<file path="config.mk">
export PLATFORM = sky130hd
export DESIGN_NAME = screen_sequencer_flat
export DESIGN_NICKNAME = d
export VERILOG_FILES = /design/src/rtl/screen_sequencer_if.sv /design/src/rtl/screen_sequencer.sv /design/src/flat_wrapper.sv
export SDC_FILE = /design/constraint.sdc
export NUM_CORES = 1
export LEC_CHECK = 0
export ABC_AREA = 0
export CORE_ASPECT_RATIO = 1.2
export CORE_MARGIN = 1
export CORE_UTILIZATION = 45
export CTS_BUF_LIST = sky130_fd_sc_hd__clkbuf_8
export DETAILED_ROUTE_END_ITERATION = 8
export PLACE_DENSITY = 0.7
export SETUP_SLACK_MARGIN = 0.3
export SLEW_MARGIN = 20
export SYNTH_ARGS = -nofsm -noshare
export SYNTH_HDL_FRONTEND = slang
export SYNTH_SLANG_ARGS = --single-unit
</file>
<file path="constraint.sdc">
create_clock -name clk -period 6.71 [get_ports clk]
set_clock_uncertainty 0.05 [all_clocks]
set_input_delay 0.671 -clock clk [delete_from_list [all_inputs] [get_ports clk]]
set_output_delay 0.671 -clock clk [all_outputs]
set_load 0.01 [all_outputs]
</file>
<file path="src/rtl/screen_sequencer_if.sv">
// Screen sequencer bus: game-side inputs and screen/tally outputs, clock and reset kept outside.
// master drives the inputs (game logic/VGA side); slave is the sequencer.
interface screen_sequencer_if #(
  parameter int WIN_W = 4
);
  logic             frame_tick;
  logic             btn_start;
  logic             game_over;
  logic [1:0]       winner;
  logic             ceWS;
  logic             cePS;
  logic             ceSS;
  logic             new_game;
  logic [1:0]       winner_latched;
  logic [WIN_W-1:0] wins_x;
  logic [WIN_W-1:0] wins_o;

  modport master (
    output frame_tick, btn_start, game_over, winner,
    input  ceWS, cePS, ceSS, new_game, winner_latched, wins_x, wins_o
  );

  modport slave (
    input  frame_tick, btn_start, game_over, winner,
    output ceWS, cePS, ceSS, new_game, winner_latched, wins_x, wins_o
  );
endinterface

</file>
<file path="src/rtl/screen_sequencer.sv">
// TicTacToe screen FSM (welcome/play/score) with session win tallies and idle timeout.
// All outputs registered, 1 cycle after the sampled input; no backpressure, inputs are levels/pulses.
module screen_sequencer #(
  parameter int HOLD_FRAMES    = 60,
  parameter int TIMEOUT_FRAMES = 600,
  parameter int CNT_W          = 10,
  parameter int WIN_W          = 4
) (
  input  logic               clk,
  input  logic               reset_n,
  screen_sequencer_if.slave  bus
);

  typedef enum logic [1:0] {
    WELCOME = 2'b00,
    PLAY    = 2'b01,
    SCORE   = 2'b10
  } state_t;

  localparam logic [CNT_W-1:0] HOLD_C    = CNT_W'(HOLD_FRAMES);
  localparam logic [CNT_W-1:0] TIMEOUT_C = CNT_W'(TIMEOUT_FRAMES);
  localparam logic [WIN_W-1:0] WIN_MAX   = '1;

  state_t           state, state_nxt;
  logic [CNT_W-1:0] cnt, cnt_nxt;
  logic [1:0]       wl, wl_nxt;
  logic [WIN_W-1:0] wx, wx_nxt, wo, wo_nxt;
  logic             ng_nxt;
  logic             btn_q;
  logic             start_rise;
  logic             ce_ws_q, ce_ps_q, ce_ss_q, ng_q;

  // btn_q resets high so a button held through reset is not seen as a press.
  assign start_rise = bus.btn_start & ~btn_q;

  always_ff @(posedge clk or negedge reset_n) begin
    if (!reset_n) begin
      state   <= WELCOME;
      cnt     <= '0;
      wl      <= '0;
      wx      <= '0;
      wo      <= '0;
      btn_q   <= 1'b1;
      ce_ws_q <= 1'b1;
      ce_ps_q <= 1'b0;
      ce_ss_q <= 1'b0;
      ng_q    <= 1'b0;
    end else begin
      state   <= state_nxt;
      cnt     <= cnt_nxt;
      wl      <= wl_nxt;
      wx      <= wx_nxt;
      wo      <= wo_nxt;
      btn_q   <= bus.btn_start;
      ce_ws_q <= (state_nxt == WELCOME);
      ce_ps_q <= (state_nxt == PLAY);
      ce_ss_q <= (state_nxt == SCORE);
      ng_q    <= ng_nxt;
    end
  end

  always_comb begin
    state_nxt = state;
    cnt_nxt   = cnt;
    wl_nxt    = wl;
    wx_nxt    = wx;
    wo_nxt    = wo;
    ng_nxt    = 1'b0;
    case (state)
      WELCOME: begin
        if (start_rise) begin
          state_nxt = PLAY;
          ng_nxt    = 1'b1;
        end
      end
      PLAY: begin
        if (bus.game_over) begin
          state_nxt = SCORE;
          wl_nxt    = bus.winner;
          cnt_nxt   = '0;
          if (bus.winner == 2'b01 && wx != WIN_MAX) wx_nxt = wx + 1'b1;
          if (bus.winner == 2'b10 && wo != WIN_MAX) wo_nxt = wo + 1'b1;
        end
      end
      SCORE: begin
        // Hold check uses the count before this cycle's tick; start beats timeout.
        if (start_rise && cnt >= HOLD_C) begin
          state_nxt = PLAY;
          ng_nxt    = 1'b1;
        end else if (cnt == TIMEOUT_C) begin
          state_nxt = WELCOME;
          wl_nxt    = '0;
          wx_nxt    = '0;
          wo_nxt    = '0;
        end else if (bus.frame_tick && cnt < TIMEOUT_C) begin
          cnt_nxt = cnt + 1'b1;
        end
      end
      default: state_nxt = WELCOME;
    endcase
  end

  assign bus.ceWS           = ce_ws_q;
  assign bus.cePS           = ce_ps_q;
  assign bus.ceSS           = ce_ss_q;
  assign bus.new_game       = ng_q;
  assign bus.winner_latched = wl;
  assign bus.wins_x         = wx;
  assign bus.wins_o         = wo;

endmodule

</file>
<file path="src/flat_wrapper.sv">
// flat-port wrapper written by rule: the top's interface ports become plain ports
module screen_sequencer_flat 
#(
  parameter int HOLD_FRAMES    = 60,
  parameter int TIMEOUT_FRAMES = 600,
  parameter int CNT_W          = 10,
  parameter int WIN_W          = 4
)
  (clk, reset_n, bus_frame_tick, bus_btn_start, bus_game_over, bus_winner, bus_ceWS, bus_cePS, bus_ceSS, bus_new_game, bus_winner_latched, bus_wins_x, bus_wins_o);
  screen_sequencer_if #(.WIN_W(WIN_W)) bus_i ();
  input  logic clk;
  input  logic reset_n;
  input wire logic [$bits(bus_i.frame_tick)-1:0] bus_frame_tick;
  input wire logic [$bits(bus_i.btn_start)-1:0] bus_btn_start;
  input wire logic [$bits(bus_i.game_over)-1:0] bus_game_over;
  input wire logic [$bits(bus_i.winner)-1:0] bus_winner;
  output wire logic [$bits(bus_i.ceWS)-1:0] bus_ceWS;
  output wire logic [$bits(bus_i.cePS)-1:0] bus_cePS;
  output wire logic [$bits(bus_i.ceSS)-1:0] bus_ceSS;
  output wire logic [$bits(bus_i.new_game)-1:0] bus_new_game;
  output wire logic [$bits(bus_i.winner_latched)-1:0] bus_winner_latched;
  output wire logic [$bits(bus_i.wins_x)-1:0] bus_wins_x;
  output wire logic [$bits(bus_i.wins_o)-1:0] bus_wins_o;
  assign bus_i.frame_tick = bus_frame_tick;
  assign bus_i.btn_start = bus_btn_start;
  assign bus_i.game_over = bus_game_over;
  assign bus_i.winner = bus_winner;
  assign bus_ceWS = bus_i.ceWS;
  assign bus_cePS = bus_i.cePS;
  assign bus_ceSS = bus_i.ceSS;
  assign bus_new_game = bus_i.new_game;
  assign bus_winner_latched = bus_i.winner_latched;
  assign bus_wins_x = bus_i.wins_x;
  assign bus_wins_o = bus_i.wins_o;
  screen_sequencer #(.HOLD_FRAMES(HOLD_FRAMES), .TIMEOUT_FRAMES(TIMEOUT_FRAMES), .CNT_W(CNT_W), .WIN_W(WIN_W)) u_core (.clk(clk), .reset_n(reset_n), .bus(bus_i));
endmodule
</file>
==> run summary <==
* **status** completed
* **Synth Area in Adders** 6.58%
* **setup repair after global routing missed its margin** no
* **CP max stage cell** a211oi_1
* **drt total wl** 3.25 mm
* **die width** 55.1 microns
* **TritonCTS buffer count** 3
* **clock insertion delay at the later pin of the skew report** 0.27 ns
* **worst IR drop on VDD** 0.205 mV
* **routed len/inst** 15.4 microns
* **Period Utilization, post-route** 47.5%
* **CTS tree** done
* **stage delay of the slowest cell on the critical path** 0.77 ns
* **largest family of logic cells by synthesized area** simple AND/OR/NAND/NOR gates
* **Tightest Pin Transition** 0.837 ns
* **post-synthesis mux area share** 2.14%
* **net total in the final layout** 191
* **cts-stage hold buffer count** 0
* **worst reg2reg path startpoint** u_core.state[0]
* **layout overhead on the synthesized area** 18.2%
* **Slew HR** 43.9%
* **all-layer global routing usage** 21.4%
* **count of vias placed by the detailed router** 1269
* **TritonCTS sink count** 27
* **register bit total from synthesis** 27
* **kind of capture point of the worst setup path** flop
* **internal reg-to-reg setup slack** 3.52 ns
* **number of setup buffers added after CTS** 0
* **maximum frequency from static timing analysis** 313 MHz
* **Die Y-Extent** 65.7 microns
* **final critical delay including setup and external delays** 3.19 ns
* **CP Cell Sequence** inv_1 > ha_1 > inv_1 > a211oi_1 > a211oi_1 > nand2_1 > mux2_2
* **GR Overflow Total** 0
* **fill cell instance count of the final layout** 307
* **critical path type** flop to flop
* **commonest non-fill, non-tap cells in the layout** 25 x dfrtp_1, 20 x clkdlybuf4s50_1, 15 x nor2_1, 11 x inv_1, 11 x nand2_1
* **dominant synthesized flop cell** dfrtp_1
* **summed area of non-filler cells in the final layout** 0.00180 sq mm
* **worst reg2reg endpoint** u_core.bus.wins_o[0]
* **die outline area** 0.00362 sq mm
* **number of primary I/O pins** 21
* **number of nets with antenna violations after detailed routing** 0
* **post-route non-filler standard cell count** 211
* **First-pass DRT Iterations** 4
* **PwrDens** 384 mW/mm^2
* **number of violations reported at the end of detailed-routing iteration 0** 26
* **leakage power figure** 0.748 nW
* **number of antenna diodes** 0
* **setup_tns** 0 ns
* **number of cells after detailed placement** 207
* **vias per cell** 6.01
* **post-synthesis cell area** 0.00152 sq mm
* **post-synthesis share of cell area spent on and, or, nand and nor gates** 21.4%
* **placed instance area** 0.00175 sq mm
* **crit path max fanout** 20
* **xor/xnor share of the synthesized area** 2.30%
* **post-synthesis net count** 169
* **worst endpoint required time** 6.82 ns
* **hold violation total from the final report** 0
* **min-delay src** u_core.bus.winner_latched[1]
* **post-detailed-placement half-perimeter wirelength** 2.40 mm
* **effective utilization at floorplan** 48.5%
* **antenna violations before repair** 0
* **area fraction in compound gates after synthesis** 19.2%
* **arrival time of data at the critical path endpoint** 3.30 ns
* **port bufs** 20
* **CTS-repair resized insts** 0
* **pin count of the biggest net entering global routing** 28
* **# Max-Cap Violations** 0
* **Synth Area per Inst** 9.88 sq um
* **Clock Tree Buf Depth** 2
* **num rows** 22
* **Max Slew Vio Count** 0
* **routability congestion estimate** 0.813
* **most frequent standard cell in the layout excluding fill and tap cells** dfrtp_1
* **fraction of synthesis flops using an asynchronous set or reset pin** 100%
* **worst hold path type** flop to flop
* **count of unresolved DRC violations after routing** 0
* **number of enable-type register cells in the synthesized netlist** 0
* **cell count after synthesis** 154
* **proportion of synthesized chip area in sequential cells** 44.6%
* **fraction of final layout cells sized beyond drive strength 1** 8.57%
* **type of element launching the critical path** flop
* **worst hold path depth** 1
* **setup violation total in the final timing report** 0
* **endpoint with the worst hold slack** u_core.bus.winner_latched[1]
* **placeable core region** 0.00314 sq mm
* **library cell used as clock root buffer** clkbuf_8
* **YS warnings** 0
* **global-route wire length before repair** 5.69 mm
* **unique cell type count in the Yosys netlist** 47
* **Clk pin slew, worst setup/hold paths** 0.09 ns
* **Layout Utilization** 57.3%
* **via count of the first global-routing pass** 1237
* **CTS H-Tree Depth** 1
* **worst reg2reg path depth** 7
## sequential cells by signal, summed over array words and instances (netlist names), 2 cells and up
register and flops:
u_core.bus.winner_latched 2, u_core.bus.wins_o 4, u_core.bus.wins_x 4, u_core.cnt 10
u_core.state 2
## power by group
part / switching (mW) / internal (mW) / total [mW]
Clock: 0.0487 / 0.0410 / 0.0897
Combinational: 0.180 / 0.170 / 0.349
Sequential: 0.0412 / 0.211 / 0.252
Total: 0.269 / 0.422 / 0.691
## worst max path at each step
stage,endpoint,from,cells after the start
final,u_core.bus.wins_o[0],u_core.state[0],7
after CTS,u_core.bus.wins_x[2],u_core.state[0],7
after global routing,u_core.bus.wins_o[0],u_core.state[0],7
after floorplan,u_core.bus.wins_x[3],u_core.cnt[8],6
after global placement,u_core.bus.wins_x[2],u_core.state[0],7
after detailed placement,u_core.bus.wins_x[2],u_core.state[0],7
## through the flow
stage	worst slack [ns]	hold WS, ns	power (mW)
2_1_floorplan	4.40	0.325	0.475
3_3_place_gp	3.74	0.442	0.595
3_5_place_dp	3.59	0.437	0.607
4_1_cts	3.55	0.460	0.698
5_1_grt	3.28	0.521	0.753
6_report	3.52	0.460	0.691
## layout make-up
| class | count | area [sq um] | share of cell area, % |
|---|---|---|---|
| clock buffers | 3 | 41.3 | 2.30 |
| clock inverters | 1 | 3.75 | 0.209 |
| inverters | 10 | 37.5 | 2.09 |
| multi-input cells | 113 | 785 | 43.6 |
| flip-flops and latches | 27 | 678 | 37.7 |
| well taps | 36 | 45.0 | 2.51 |
| repair buffers | 21 | 208 | 11.6 |
## synth_stat cells (all sizes together) (2+ instances only)
cell type  instances  area share (%)
a2111oi            4             2.4
nor2              15             3.7
o21ai              6             2.0
a211oi             2            0.99
a221o              2             1.3
nand4b             2             1.2
or2                2            0.82
nor3b              4             2.0
mux2               2             1.5
dfrtp             25              41
inv               10             2.5
ha                 8             6.6
a31oi              2            0.82
a21oi              7             2.3
nand2             11             2.7
a22o               4             2.3
nor4               2             1.2
nand3             10             3.3
xnor2              4             2.3
dfstp              2             3.5
or4                2            0.99
and3               2            0.82
nor3               3            0.99
a21o               2             1.1
buf                3             1.2
nand4              3             1.2
## kinds of logic (layout without fill, tap and decap cells)
kind of cell	Yosys count	after routing
xor gates and xnor gates	4	4
and+or+nand+nor	61	61
adders and majority gates	8	8
AOI/OAI and AO/OA	37	37
buffers and inverters	14	35
muxes	3	3
DFF	27	27
## layer usage
layer	up-vias	GRT usage [%]	share of wire (%)
met5	-	0	0
met4	0	6.88	1.2
met3	4	3.24	3.5
met2	24	35.1	50
met1	634	28.2	45
li1	607	-	-
## worst max-delay path: cells and delay by family, from the launching register on
family          cells  cell delay, ns
compound gates      2            0.99
fa+ha+maj           1            0.65
buf+inv             2            0.42
flops               1            0.41
mux                 1            0.35
simple gates        1            0.21
No activity file was read; power rests on OpenSTA's default activity.
